## config.mk

```make
export PLATFORM = sky130hd
export DESIGN_NAME = boid_frame_plotter
export DESIGN_NICKNAME = d
export VERILOG_FILES = /design/src/rtl/boid_frame_plotter.sv
export SDC_FILE = /design/constraint.sdc
export NUM_CORES = 1
export LEC_CHECK = 0
export BUFFER_PORTS_ARGS = -buffer_cell sky130_fd_sc_hd__buf_4
export CAP_MARGIN = 25
export CORE_UTILIZATION = 27
export CTS_CLUSTER_SIZE = 10
export DETAILED_ROUTE_END_ITERATION = 12
export GPL_ROUTABILITY_DRIVEN = 0
export PLACE_DENSITY = 0.56
export SLEW_MARGIN = 20
export SYNTH_ARGS = -nofsm -noshare
export SYNTH_HDL_FRONTEND = slang
export SYNTH_SLANG_ARGS = --single-unit
```

## constraint.sdc

```tcl
create_clock -name clk -period 1.7 [get_ports clk]
set_clock_uncertainty 0.15 [all_clocks]
set_input_delay 0.17 -clock clk [delete_from_list [all_inputs] [get_ports clk]]
set_output_delay 0.17 -clock clk [all_outputs]
set_load 0.005 [all_outputs]
```

## src/rtl/boid_frame_plotter.sv

```systemverilog
// Per-frame boid plotter: flips buffers, starts the clear sweep, then draws one pixel per boid.
// Optional build macro BOID_PLOT_2X2_EN draws each boid as a clipped 2x2 block.
module boid_frame_plotter #(
    parameter int NUM_BOIDS  = 16,
    parameter int IDX_W      = 4,
    parameter int COORD_W    = 5,
    parameter int GRID_W     = 32,
    parameter int GRID_H     = 32,
    parameter int DEPTH      = 1024,
    parameter int ADDR_WIDTH = 10
) (
    input  logic                  clk,
    input  logic                  reset,
    input  logic                  frame_start,
    output logic [IDX_W-1:0]      pos_addr,
    input  logic [COORD_W-1:0]    pos_x,
    input  logic [COORD_W-1:0]    pos_y,
    output logic                  we,
    output logic [ADDR_WIDTH-1:0] write_addr,
    output logic                  write_data,
    output logic                  swap,
    output logic                  clear_en,
    output logic                  busy,
    output logic                  done,
    output logic                  overrun
);

    localparam logic [2:0] S_IDLE  = 3'd0;
    localparam logic [2:0] S_SWAP  = 3'd1;
    localparam logic [2:0] S_FETCH = 3'd2;
    localparam logic [2:0] S_WAIT  = 3'd3;
    localparam logic [2:0] S_WRITE = 3'd4;
    localparam logic [2:0] S_DONE  = 3'd5;

    localparam int CNT_W = ADDR_WIDTH + 1;

    logic [2:0]            state;
    logic [IDX_W-1:0]      idx;
    logic [IDX_W-1:0]      pos_addr_q;
    logic [COORD_W-1:0]    px;
    logic [COORD_W-1:0]    py;
    logic [CNT_W-1:0]      clear_cnt;
    logic                  overrun_q;
    logic [COORD_W:0]      xx;
    logic [COORD_W:0]      yy;
    logic                  in_grid;
    logic [ADDR_WIDTH-1:0] addr_calc;
    logic                  last_boid;
    logic                  boid_finished;
`ifdef BOID_PLOT_2X2_EN
    logic [1:0]            sub;
`endif

    assign last_boid = (idx == IDX_W'(NUM_BOIDS - 1));
`ifdef BOID_PLOT_2X2_EN
    assign boid_finished = (sub == 2'd3);
`else
    assign boid_finished = 1'b1;
`endif

    always_ff @(posedge clk) begin
        if (reset) begin
            state      <= S_IDLE;
            idx        <= '0;
            pos_addr_q <= '0;
            px         <= '0;
            py         <= '0;
            clear_cnt  <= '0;
            overrun_q  <= 1'b0;
`ifdef BOID_PLOT_2X2_EN
            sub        <= '0;
`endif
        end else begin
            if (frame_start && state != S_IDLE)
                overrun_q <= 1'b1;
            if (clear_cnt != '0)
                clear_cnt <= clear_cnt - 1'b1;
            case (state)
                S_IDLE: begin
                    if (frame_start)
                        state <= S_SWAP;
                end
                S_SWAP: begin
                    idx        <= '0;
                    pos_addr_q <= '0;
                    clear_cnt  <= CNT_W'(DEPTH);
                    state      <= S_FETCH;
                end
                S_FETCH: state <= S_WAIT;
                S_WAIT: begin
                    px    <= pos_x;
                    py    <= pos_y;
`ifdef BOID_PLOT_2X2_EN
                    sub   <= '0;
`endif
                    state <= S_WRITE;
                end
                S_WRITE: begin
`ifdef BOID_PLOT_2X2_EN
                    sub <= sub + 1'b1;
`endif
                    if (boid_finished) begin
                        idx <= idx + 1'b1;
                        // pos_addr keeps the final index once the table walk ends
                        if (last_boid) begin
                            state <= S_DONE;
                        end else begin
                            pos_addr_q <= idx + 1'b1;
                            state      <= S_FETCH;
                        end
                    end
                end
                S_DONE:  state <= S_IDLE;
                default: state <= S_IDLE;
            endcase
        end
    end

    always_comb begin
`ifdef BOID_PLOT_2X2_EN
        xx = {1'b0, px} + {{COORD_W{1'b0}}, sub[0]};
        yy = {1'b0, py} + {{COORD_W{1'b0}}, sub[1]};
`else
        xx = {1'b0, px};
        yy = {1'b0, py};
`endif
        in_grid   = (32'(xx) < 32'(GRID_W)) && (32'(yy) < 32'(GRID_H));
        addr_calc = ADDR_WIDTH'(yy) * ADDR_WIDTH'(GRID_W) + ADDR_WIDTH'(xx);
        we         = (state == S_WRITE) && in_grid;
        write_data = we;
        write_addr = we ? addr_calc : '0;
        swap       = (state == S_SWAP);
        clear_en   = (clear_cnt != '0);
        busy       = (state != S_IDLE);
        done       = (state == S_DONE);
    end

    assign pos_addr = pos_addr_q;
    assign overrun  = overrun_q;

endmodule

```

---- Word-level counts from Yosys, hierarchy flattened ----
Cells that the tools add are included.
W data, S select, Z words.
word-level totals
  register bits ........................... 33
  bits of input ports ..................... 13
  output and inout bits ................... 21
cells by class
  $add $sub $neg .......................... 3
  equal/unequal tests ..................... 8
  muxes and demuxes ....................... 9
  reductions and logical operators ........ 8
operators by type and width
  kind                     count
  $mux W11                 2
  $pmux W4 S2              2
  $pmux W3 S5              1
  $reduce_bool A11 Y1      1
  $sub A11 B1 Y11 const B  1
  $add A10 B5 Y10          1
  $mux W10                 1
  $eq A3 B2 Y1 const B     2
  $eq A3 B3 Y1 const B     2
  $mux W3                  2
  $add A4 B1 Y4 const B    1
  $eq A4 B4 Y1 const B     1
  $mux W4                  1
  $ne A2 B2 Y1 const B     2
  $reduce_bool A2 Y1       2
  $eq A3 B1 Y1 const B     1
  $logic_not A3 Y1         1
  $reduce_bool A3 Y1       1
  $reduce_and A2 Y1        1
  $reduce_or A2 Y1         1
  $logic_and A1 B1 Y1      1

---- Longest topological paths before layout ----
Gate-level depths: netlist of run 1.
  depth after elaboration ................. 3
  gate-level depth with buffers ........... 6

---- Worst setup path after synthesis of run 1 ----
No wires, ideal clock.
  kind .................................... flip-flop to flip-flop
  start ................................... register state[0]
  end ..................................... register clear_cnt[9]
  setup time .............................. 0.116 ns
  arrival time ............................ 1.438 ns
  data required time ...................... 1.434 ns
  slack ................................... -0.004 ns
  stages on the path, launching flop included .. 7
  period minus slack after synthesis ...... 1.704 ns
  cell sequence ........................... dfxtp_1 -> or3b_2 -> clkbuf_2 -> nand2b_1 -> buf_4 -> a2111oi_0 -> a31o_2
on the way
  longest elaborated chain between the ends .. 2
ends and longest elaborated chain
  element                     RTL line  text
  start: declaration          37        logic [2:0] state;
  start signal: assignment    63        state <= S_IDLE;
  start signal: assignment    81        state <= S_SWAP;
  start signal: assignment    87        state <= S_FETCH;
  $eq A3 B1 Y1                78        case (state)
  $reduce_or A2 Y1 (no line)  -
  end signal: assignment      77        clear_cnt <= clear_cnt - 1'b1;
  end signal: assignment      86        clear_cnt <= CNT_W'(DEPTH);
  end: declaration            42        logic [CNT_W-1:0] clear_cnt;
No other way between the ends.
A chain may end at the register's enable or synchronous reset.

---- Worst setup path after layout of run 1 ----
  start ................................... register state[1]
  end ..................................... output port write_addr[8]
on the way
  longest elaborated chain between the ends .. 2
ends and longest elaborated chain
  element           RTL line  text
  $eq A3 B3 Y1      129       we = (state == S_WRITE) && in_grid;
  $mux W10          131       write_addr = we ? addr_calc : '0;
  end: declaration  19        output logic [ADDR_WIDTH-1:0] write_addr,
No other way between the ends.

==> summary.md, run 1 <==
| Metric | Value |
|---|---|
| Outcome | `complete, but fails checks` |
| Failing checks | `negative setup slack` |
| Layout cell share with drive strength beyond 1 | `around 44%` |
| EDFF count, synth | `0` |
| Final setup fails | `12` |
| Area grow syn2layout | `60.60%` |
| Placed cell area | `about 2000 sq um` |
| Minimum clock period | `about 1.8 ns` |
| Reg2Reg Launch Point | `clear_cnt[5]$_SDFFE_PP0P_` |
| Routed vias/inst | `about 4.5` |
| Num CTS Buffers | `5` |
| Maximum vdd drop | `about 0.00057 V` |
| Top cells by area, synth | `dfxtp_1 (43%), nor2_1 (7.6%), mux2i_1 (7.2%), and2_1 (4.5%), a21oi_1 (3.3%)` |
| Pwr/cell area | `about 1400 nW/um^2` |
| Die width | `approximately 77 microns` |
| Die area | `between 5000 and 6000 sq um` |
| WL per Instance | `around 11 microns` |
| Register area share after synthesis | `a little over two fifths` |
| Initial Utilization | `~28%` |
| Core area | `5507 sq um` |
| Finished Core Util | `approximately 45%` |
| Post-route ant nets | `0` |
| Layout Cells excl Fill | `between 300 and 400` |
| Final period utilization | `104.9%` |
| Mapped Area | `~1500 sq um` |
| Post-route cell area | `~2500 sq um` |
| FF+latch count, synth | `33` |
| Port bufs | `33` |
| Placed insts | `300` |
| WL met2 | `1808 microns` |
| Critical Path Start Type | `register` |
| Netlist cell types | `40` |
| Pin count of the biggest net entering global routing | `26` |
| First-pass GRT wire length | `5961 microns` |
| Met3 routed WL | `slightly below 90 microns` |
| CP Class | `register to output pin` |
| Synth warn | `0` |
| Met1 WL | `1746 microns` |
| TritonRoute pass-1 iters | `4` |
| Fmax | `560.8 MHz` |
| Critical path startpoint | `state[1]$_SDFFE_PP0P_` |
| Worst min path class | `input pin to register` |
| Number of global-route vias before repair | `1365` |
| Uppermost routed layer | `met4` |
| Post-Syn Instances | `approximately 180` |
| Worst-path fanout max | `8` |
| Die H | `roughly 77 microns` |
| Post-Route WL | `roughly 3700 microns` |
| Pleak | `~1.1 nW` |
| Via count | `approximately 1500` |
| Worst slew pin tran | `roughly 0.35 ns` |
| Num rows | `27` |
| Clk_lat worst skew | `between 0.2 and 0.3 ns` |
| Synth Net Count | `about 190` |
| Synth Flop Type | `dfxtp_1` |
| RSZ-0062 raised after global routing | `yes` |
| Final setup margin | `-0.08304 ns` |
| Synth top cells by count | `dfxtp_1 (33), nor2_1 (31), and2_1 (11), mux2i_1 (11), a21oi_1 (10)` |
| Fillcell total | `527` |
| GRT Util Overall | `between 10% and 20%` |
| Max Cap Violations | `0` |
| DRC | `0` |
| Max Root-Sink Buffers | `2` |
| Clock sinks | `33` |
| Dpl hpwl | `around 2400 microns` |
| Rel. slew slack | `76.44%` |
| Crit path capture type | `output pin` |
| TNS Setup | `-0.8208 ns` |
| Final Hold Viols | `0` |
| Ports | `34` |
| Worst path required time | `between 1 and 1.5 ns` |
| Count leader, synth | `dfxtp_1` |
| Synth area leader | `dfxtp_1` |
| GRT Residual Overflow | `0` |
| Power Total | `0.003477 W` |
| Initial antenna violation count | `0` |
| Synth async-reset ratio | `0%` |
| HP Start | `reset` |
| CTS H-tree depth | `2` |
| Root Driver | `clkbuf_8` |
| Diodes inserted | `0` |
| 1st-iter DRT viols | `49` |
| Critical Path AT | `1.46 ns` |
| Synthesized area per cell | `~8.7 sq um` |
| Layout Nets | `between 200 and 300` |
| Yosys top cell area share | `a little over two fifths` |
| Clk slew on worst S/H paths | `about 0.070 ns` |
| CTS tree | `done` |
| Final Max Slew Viols | `0` |
## cells by family (layout without fill, tap and decap cells)
| kind of cell | Yosys count | count (layout) | synth area share [%] |
|---|---|---|---|
| multiplexers | 12 | 12 | 7.912 |
| AO/OA/AOI/OAI | 25 | 25 | 10.03 |
| adder cells (fa/ha/maj) | 3 | 3 | 2.447 |
| flip-flops | 33 | 33 | 43.07 |
| XOR/XNOR | 5 | 5 | 2.855 |
| AND/OR/NAND/NOR | 83 | 83 | 29.04 |
| buffers and inverters | 16 | 92 | 4.649 |
## critical path: stages, from the launching register on
cell and delay, ns:
dfxtp_2 0.32, or3b_4 0.41, inv_4 0.09, buf_6 0.12
and2_4 0.14, buf_6 0.08
## layout by cell type, fill, tap and decap left out, types with 5 or more instances in the layout
| cell type | Yosys | routed |
|---|---|---|
| buf_4 | 2 | 54 |
| nor2_1 | 31 | 29 |
| dfxtp_1 | 33 | 27 |
| dlygate4sd3_1 | 0 | 11 |
| buf_6 | 0 | 14 |
| a21oi_1 | 10 | 10 |
| nand3_1 | 6 | 5 |
| clkbuf_8 | 0 | 5 |
| dfxtp_2 | 0 | 6 |
| nand2_1 | 9 | 9 |
| and2_4 | 0 | 9 |
| mux2i_1 | 11 | 11 |
## worst paths after layout
check / end / slack [ns] / depth (start not counted)
max: write_addr[8] / -0.08 / 5
min: idx[0]$_SDFFE_PP0P_ / 0.09 / 2
max reg2reg: clear_cnt[7]$_SDFFE_PP0P_ / 0.04 / 5
min reg2reg: overrun$_SDFFE_PP0P_ / 0.32 / 2
## flip-flops by register name, indices dropped and copies added (netlist names)
| signal | flops |
|---|---|
| clear_cnt | 11 |
| idx | 4 |
| overrun | 1 |
| pos_addr | 4 |
| px | 5 |
| py | 5 |
| state | 3 |
## report_power, final
part / internal, W / total (W) / switching, W
clock network: 0.000426 / 0.000707 / 0.000281
logic: 0.000961 / 0.00172 / 0.000763
registers: 0.000912 / 0.00105 / 0.000134
## cell type report
class	count	area, sq um	area share, %
clock buffers	5	68.82	2.793
clock inverters	2	35.03	1.422
inverters	6	25.02	1.016
multi-input cells	128	903.4	36.67
flip-flops and latches	33	668.1	27.12
well taps	72	90.09	3.657
repair buffers	79	673.1	27.32
## what timing repair did
item,4_1_cts,5_1_grt
buffers inserted,6,1
gates cloned,0,0
resized for setup,33,16
hold buffers,11,0
pin swaps,11,3
endpoints found under the hold margin,11,0
endpoints found under the setup margin,16,20
## metal layers
layer / global-route usage [%] / up-vias
met4: 6.792 / 0
met1: 15.32 / 674
li1: - / 758
met3: 2.471 / 6
met2: 21.59 / 18
met5: 0 / -
## through the flow
step           setup WS, ns  hold WS (ns)
6_report           -0.08304       0.09106
5_1_grt             -0.1446       0.09841
4_1_cts            -0.09240       0.08290
3_5_place_dp        0.02358        0.2588
3_3_place_gp       0.006631        0.2518
2_1_floorplan      0.009733        0.1595
Note: power is estimated with default switching activity, not from simulation.
==> run 2, diff against run 1 <==
--- a/config.mk
+++ b/config.mk
@@ -7,11 +7,13 @@
 export LEC_CHECK = 0
 export BUFFER_PORTS_ARGS = -buffer_cell sky130_fd_sc_hd__buf_4
 export CAP_MARGIN = 25
+export CORE_MARGIN = 2
 export CORE_UTILIZATION = 27
 export CTS_CLUSTER_SIZE = 10
 export DETAILED_ROUTE_END_ITERATION = 12
 export GPL_ROUTABILITY_DRIVEN = 0
 export PLACE_DENSITY = 0.56
+export SKIP_LAST_GASP = 1
 export SLEW_MARGIN = 20
 export SYNTH_ARGS = -nofsm -noshare
 export SYNTH_HDL_FRONTEND = slang
==> run 2 against run 1 <==
Effect of this change:
- the flow still finishes with violations (negative setup slack)
- power grew 4.0%
- via count increased by 1.5%
- final cell count is 3.1% higher
- critical path depth unchanged
- global-route usage decreased by 0.094 points
- die area rose by 5.2%
- utilization is 1.6 points higher
- critical endpoint is now write_addr[1]
- largest power group unchanged
==> summary.md, run 2 (synthesized netlist as in run 1, its figures left out) <==
| Metric | Value |
|---|---|
| WL per Instance | `11.71 microns (+2.1%)` |
| Pleak | `1.185 nW (+4.3%)` |
| Pin count of the biggest net entering global routing | `25 (-3.8%)` |
| Largest stage delay, worst path | `0.42 ns (about the same)` |
| Crit path capture type | `output pin` |
| Final setup fails | `14 (+2)` |
| Diodes inserted | `0 (unchanged)` |
| Post-route ant nets | `0 (unchanged)` |
| Most frequent cells in the layout | `buf_4 (63), nor2_1 (29), dfxtp_1 (26)` |
| Routing usage on met2 | `20.00% (-1.6 points)` |
| Clk slew on worst S/H paths | `0.07 ns (about the same)` |
| TritonRoute pass-1 iters | `4 (unchanged)` |
| Top flop regs | `clear_cnt x11, px x5, py x5` |
| Rel. slew slack | `78.48% (+2.0 points)` |
| Final Max Slew Viols | `0 (unchanged)` |
| Routed vias/inst | `4.412 (-1.5%)` |
| Post-route cell area | `2550 sq um (+3.5%)` |
| Most common cell after layout, fill and taps aside | `buf_4` |
| Max Root-Sink Buffers | `2 (unchanged)` |
| Reg2Reg Setup Slack | `-0.01 ns (-0.05 ns)` |
| Placed cell area | `2042 sq um (+0.37%)` |
| Clock sinks | `33 (unchanged)` |
| Core area | `5507 sq um (unchanged)` |
| Die width | `79.38 microns (+2.6%)` |
| Critical Path AT | `1.45 ns (about the same)` |
| Critical path startpoint | `state[1]$_SDFFE_PP0P_` |
| Via count | `1478 (+1.5%)` |
| Max Cap Violations | `0 (unchanged)` |
| Sw power | `0.001226 W (+4.0%)` |
| Pwr/cell area | `1419 nW/um^2 (+0.52%)` |
| Maximum vdd drop | `0.0007569 V (+32%)` |
| Number of global-route vias before repair | `1377 (+0.88%)` |
| Largest reg by FF count | `clear_cnt` |
| Worst slew pin tran | `0.3216 ns (-0.03047 ns)` |
| Power Total | `0.003618 W (+4.0%)` |
| Root Driver | `clkbuf_8` |
| Largest register FFs | `11 (unchanged)` |
| Setup crit end | `write_addr[1]` |
| Cell count of the worst reg-to-reg path | `8 (+3)` |
| Die area | `6300 sq um (+5.2%)` |
| Sw frac | `33.88% (about the same)` |
| Port bufs | `33 (unchanged)` |
| Worst path most repeated cell | `buf_6` |
| GRT Residual Overflow | `0 (unchanged)` |
| CTS H-tree depth | `2 (unchanged)` |
| Worst-path fanout max | `7 (-1)` |
| CP Class | `register to output pin` |
| GRT busiest layer | `met2` |
| GRT Util Overall | `12.72% (-0.094 points)` |
| Layout Nets | `278 (+3.3%)` |
| Final period utilization | `104.3% (-0.62 points)` |
| Met1 Track Usage GR | `16.98% (+1.7 points)` |
| M3 GR Usage | `2.828% (+0.36 points)` |
| Outcome | `complete, but fails checks` |
| Final setup margin | `-0.07249 ns (+0.01055 ns)` |
| Fmax | `564.2 MHz (+0.60%)` |
| Area grow syn2layout | `66.23%` |
| Internal cell power | `0.002392 W (+4.1%)` |
| Minimum clock period | `1.772 ns (-0.01055 ns)` |
| Slowest CP cell | `or3b_4` |
| Layout cell share with drive strength beyond 1 | `46.77% (+2.9 points)` |
| Gate power share | `49.5% (about the same)` |
| Num CTS Buffers | `5 (unchanged)` |
| 1st-iter DRT viols | `65 (+33%)` |
| Worst path required time | `1.38 ns (about the same)` |
| Critical Path Start Type | `register` |
| Clk_lat worst skew | `0.28 ns (about the same)` |
| Clock network power share | `21.6% (+1.3 points)` |
| Worst min path class | `input pin to register` |
| Ports | `34 (unchanged)` |
| Final Hold Viols | `0 (unchanged)` |
| RSZ-0062 raised after global routing | `yes` |
| First-pass GRT wire length | `6361 microns (+6.7%)` |
| Sequential power share | `28.9% (-1.2 points)` |
| Failing checks | `negative setup slack` |
| DRC | `0 (unchanged)` |
| TNS Setup | `-0.7338 ns (+0.08701 ns)` |
| CTS tree | `done` |
| R2R Path End | `pos_addr[2]$_SDFFE_PP0P_` |
| Die H | `79.38 microns (+2.6%)` |
| Initial Utilization | `27.86% (unchanged)` |
| CP cell instances | `or3b_4 -> inv_4 -> buf_6 -> and2_4 -> buf_6` |
| Num rows | `27 (unchanged)` |
| Initial antenna violation count | `0 (unchanged)` |
| Reg2Reg Launch Point | `state[1]$_SDFFE_PP0P_` |
| Post-Route WL | `3923 microns (+5.3%)` |
| Dpl hpwl | `2542 microns (+5.6%)` |
==> run 2: routing by layer <==
metal | routed length [microns] | vias up
li1 | - | 774
met3 | 78 | 4
met5 | 0 | -
met2 | 1861 | 15
met1 | 1932 | 685
met4 | 51 | 0
==> run 2: cell type report <==
class	instances	area, sq um
inverters	6	27.53
clock inverters	2	37.54
flip-flops and latches	33	669.4
multi-input cells	128	902.1
well taps	72	90.09
repair buffers	88	740.7
clock buffers	6	82.58
fillers	512	2957
==> run 2: per-stage QoR <==
step,util (%),std cells,worst slack [ns],hold WS (ns)
5_1_grt,46.31,335,-0.1178,0.2207
2_1_floorplan,-,177,0.009733,0.1595
3_5_place_dp,37.08,301,-0.02244,0.2613
4_1_cts,43.92,325,-0.08871,0.1821
3_3_place_gp,37.08,301,-0.006556,0.2544
6_report,46.31,335,-0.07249,0.2084
==> run 2: how the worst min path moves through the flow <==
| stage | slack, ns | from | to | depth (start not counted) |
|---|---|---|---|---|
| after floorplan | 0.16 | frame_start | overrun$_SDFFE_PP0P_ | 2 |
| after global placement | 0.25 | pos_y[4] | py[4]$_SDFFE_PP0P_ | 3 |
| after detailed placement | 0.26 | pos_y[3] | py[3]$_SDFFE_PP0P_ | 3 |
| after CTS | 0.18 | reset | state[1]$_SDFFE_PP0P_ | 3 |
| after global routing | 0.22 | reset | idx[2]$_SDFFE_PP0P_ | 3 |
| final | 0.21 | reset | pos_addr[3]$_SDFFE_PP0P_ | 3 |
==> run 2: critical path: cells and delay by family, from the launching register on <==
| kind | cells | cell delay, ns |
|---|---|---|
| buffers and inverters | 3 | 0.28 |
| flip-flops | 1 | 0.33 |
| AND/OR/NAND/NOR | 2 | 0.56 |
==> run 2: power by group through the flow <==
stage / clock [W] / sequential (W) / combinational, W
4_1_cts: 0.000800 / 0.00103 / 0.00146
5_1_grt: 0.000835 / 0.00106 / 0.00195
2_1_floorplan: 0 / 0.00103 / 0.000767
3_3_place_gp: 0 / 0.00103 / 0.00129
3_5_place_dp: 0 / 0.00103 / 0.00131
6_report: 0.000782 / 0.00104 / 0.00179
==> run 2: repair_timing <==
action / in CTS / in global routing
setup buffers: 4 / 10
gates cloned: 1 / 0
endpoints found under the setup margin: 19 / 18
pin swaps: 12 / 4
gates resized for setup: 37 / 17
hold buffers: 11 / 0
hold endpoints to repair: 11 / 0
==> run 3, diff against run 2 <==
--- a/config.mk
+++ b/config.mk
@@ -5,14 +5,17 @@
 export SDC_FILE = /design/constraint.sdc
 export NUM_CORES = 1
 export LEC_CHECK = 0
+export ABC_AREA = 1
 export BUFFER_PORTS_ARGS = -buffer_cell sky130_fd_sc_hd__buf_4
 export CAP_MARGIN = 25
+export CELL_PAD_IN_SITES_DETAIL_PLACEMENT = 1
+export CELL_PAD_IN_SITES_GLOBAL_PLACEMENT = 2
 export CORE_MARGIN = 2
 export CORE_UTILIZATION = 27
 export CTS_CLUSTER_SIZE = 10
 export DETAILED_ROUTE_END_ITERATION = 12
 export GPL_ROUTABILITY_DRIVEN = 0
-export PLACE_DENSITY = 0.56
+export PLACE_DENSITY = 0.83
 export SKIP_LAST_GASP = 1
 export SLEW_MARGIN = 20
 export SYNTH_ARGS = -nofsm -noshare
==> constraint.sdc (replaced) <==
create_clock -name clk -period 2.2 [get_ports clk]
set_clock_uncertainty 0.15 [all_clocks]
set_input_delay 0.22 -clock clk [delete_from_list [all_inputs] [get_ports clk]]
set_output_delay 0.22 -clock clk [all_outputs]
set_load 0.005 [all_outputs]
==> run 3 against run 2 <==
Effect of this change:
- the run now ends clean
- utilization fell by 11 points
- critical path depth rose by 1
- non-clock buffer count fell by 55
- flip-flop and latch count did not move
- worst setup slack improved by 0.57 ns
- clock-buffer cell count rose by 2
==> summary.md, run 3 <==
| Metric | Value |
|---|---|
| Outcome | `completed` |
| Die width | `80.51 microns (+1.4%)` |
| Area grow syn2layout | `24.62%` |
| TNS Setup | `0 ns (+0.7338 ns)` |
| Routed vias/inst | `4.412 (about the same)` |
| Minimum clock period | `between 1.5 and 2 ns` |
| WL per Instance | `11.31 microns (-3.5%)` |
| Initial antenna violation count | `0 (unchanged)` |
| Critical Path Start Type | `register` |
| First-pass GRT wire length | `6665 microns (+4.8%)` |
| Clock sinks | `33 (unchanged)` |
| Diodes inserted | `0 (unchanged)` |
| Maximum vdd drop | `0.0003828 V (-49%)` |
| Num CTS Buffers | `5 (unchanged)` |
| Worst slew pin tran | `0.6309 ns (+0.3093 ns)` |
| Max Root-Sink Buffers | `2 (unchanged)` |
| Num rows | `27 (unchanged)` |
| Fmax | `around 600 MHz` |
| Final period utilization | `slightly below 80%` |
| Synth warn | `0 (unchanged)` |
| Root Driver | `clkbuf_8` |
| Post-route cell area | `1969 sq um (-23%)` |
| Worst path required time | `1.83 ns (+0.45 ns)` |
| Yosys top cell area share | `41.81% (-1.3 points)` |
| Worst-path fanout max | `4 (-3)` |
| Die H | `80.51 microns (+1.4%)` |
| Place WS | `0.5182 ns (+0.5407 ns)` |
| FF+latch count, synth | `33 (unchanged)` |
| Register area share after synthesis | `41.81% (-1.3 points)` |
| Top flop regs | `clear_cnt x11, px x5, py x5` |
| Synth Net Count | `246 (+27%)` |
| CTS tree | `done` |
| Postcts setup bufs | `0 (-4)` |
| Rel. slew slack | `57.82% (-21 points)` |
| DRC | `0 (unchanged)` |
| Pin count of the biggest net entering global routing | `21 (-16%)` |
| Final setup fails | `0 (-14)` |
| Synth async-reset ratio | `0% (unchanged)` |
| Largest reg by FF count | `clear_cnt` |
| Hold-fix buffers at CTS | `0 (-11)` |
| Crit path capture type | `output pin` |
| 1st-iter DRT viols | `40 (-38%)` |
| Post-Route WL | `3810 microns (-2.9%)` |
| Gate power share | `44.3% (-5.2 points)` |
| Largest register FFs | `11 (unchanged)` |
| Critical Path AT | `1.33 ns (-0.12 ns)` |
| Placed cell area | `1889 sq um (-7.5%)` |
| Most frequent cells in the layout | `nor2_1 (40), nand2_1 (40), inv_1 (34)` |
| Sw frac | `41.53% (+7.7 points)` |
| Layout cell share with drive strength beyond 1 | `19.62% (-27 points)` |
| WHS | `0.02603 ns (-0.1824 ns)` |
| Layout Cells excl Fill | `337 (+0.60%)` |
| Core area | `5574 sq um (+1.2%)` |
| CP Class | `register to output pin` |
| GRT Residual Overflow | `0 (unchanged)` |
| Sequential power share | `35.9% (+7.0 points)` |
| Layout Nets | `280 (+0.72%)` |
| Pwr/cell area | `1118 nW/um^2 (-21%)` |
| Final setup margin | `0.4994 ns (+0.5719 ns)` |
| Synth Flop Type | `dfxtp_1` |
| Dpl hpwl | `2894 microns (+14%)` |
| Via count | `1487 (+0.61%)` |
| Hold Path Stages | `3 (unchanged)` |
| Worst min path class | `input pin to register` |
| Clk slew on worst S/H paths | `0.06 ns (about the same)` |
| Synth top cells by count | `nand2_1 (40), nor2_1 (40), inv_1 (34)` |
| Final Max Slew Viols | `0 (unchanged)` |
| Fillcell total | `722 (+41%)` |
| Final Hold Viols | `0 (unchanged)` |
| Clk_lat worst skew | `0.28 ns (about the same)` |
| Max Cap Violations | `0 (unchanged)` |
| Internal cell power | `0.001287 W (-46%)` |
| Cell count of the worst reg-to-reg path | `3 (-5)` |
| Number of global-route vias before repair | `1531 (+11%)` |
| Port bufs | `33 (unchanged)` |
| TritonRoute pass-1 iters | `4 (unchanged)` |
| CTS H-tree depth | `2 (unchanged)` |
| Sw power | `0.0009144 W (-25%)` |
| Post-route ant nets | `0 (unchanged)` |
| EDFF count, synth | `0 (unchanged)` |
| Pleak | `0.8810 nW (-26%)` |
| Top cells by area, synth | `dfxtp_1 (42%), nand2_1 (9.5%), nor2_1 (9.5%), inv_1 (8.1%), a21oi_1 (6.7%)` |
| RSZ-0062 raised after global routing | `no` |
| Synth area leader | `dfxtp_1` |
| Post-Syn Instances | `230 (+30%)` |
| Netlist cell types | `23 (-43%)` |
| Initial Utilization | `28.35% (+0.49 points)` |
| Placed insts | `329 (+9.3%)` |
| GRT Util Overall | `13.50% (+0.78 points)` |
| Synthesized area per cell | `6.871 sq um (-21%)` |
| Mapped Area | `1580 sq um (+3.0%)` |
| Ports | `34 (unchanged)` |
| Die area | `6481 sq um (+2.9%)` |
| Clock network power share | `19.8% (-1.8 points)` |
| Post_cts resized | `0 (-100%)` |
run 3: final cells by class:
class	count	area, sq um	area share (%)
tap	72	90.09	4.574
inverter	37	138.9	7.052
multi-input combinational	154	752.0	38.18
clock buffer	8	80.08	4.066
timing repair buffer	33	247.7	12.58
sequential	33	660.6	33.55
run 3: worst paths after layout:
| path | to | slack, ns | start |
|---|---|---|---|
| max | clear_en | 0.50 | clear_cnt[0]$_SDFFE_PP0P_ |
| min | overrun$_SDFFE_PP0P_ | 0.03 | frame_start |
| max reg2reg | px[1]$_SDFFE_PP0P_ | 0.53 | state[0]$_SDFFE_PP0P_ |
| min reg2reg | px[0]$_SDFFE_PP0P_ | 0.30 | px[0]$_SDFFE_PP0P_ |
run 3: power by group through the flow:
stage / clock, W / combinational, W / sequential [W]
finish: 0.000436 / 0.000976 / 0.000790
global placement: 0 / 0.000970 / 0.000797
detailed placement: 0 / 0.000981 / 0.000803
global route: 0.000491 / 0.00116 / 0.000803
floorplan: 0 / 0.000756 / 0.000782
CTS: 0.000457 / 0.000989 / 0.000791
run 3: metrics by stage:
stage	total power (W)	utilization, %
floorplan	0.001538	-
global placement	0.001768	33.89
detailed placement	0.001785	33.89
CTS	0.002237	35.33
global route	0.002455	35.33
finish	0.002202	35.33
run 3: logic make-up after synthesis:
| group | share of synthesized area, % |
|---|---|
| simple gates | 30.64 |
| buf+inv | 10.61 |
| compound gates | 12.35 |
| flops | 41.80 |
| xor+xnor | 2.217 |
| fa+ha+maj | 2.376 |
run 3: routing by layer:
layer,vias up,global-route usage [%],wire length (microns)
met5,-,0,0
met4,0,4.576,53
met3,6,4.719,142
met2,18,21.83,1786
met1,682,16.62,1828
li1,781,-,-
run 3: worst max-delay path: stages (launching register included):
cell and delay (ns):
dfxtp_1 0.31, inv_1 0.12, ha_1 0.19, inv_1 0.07, nor2_1 0.11, nand3_1 0.10
buf_4 0.15
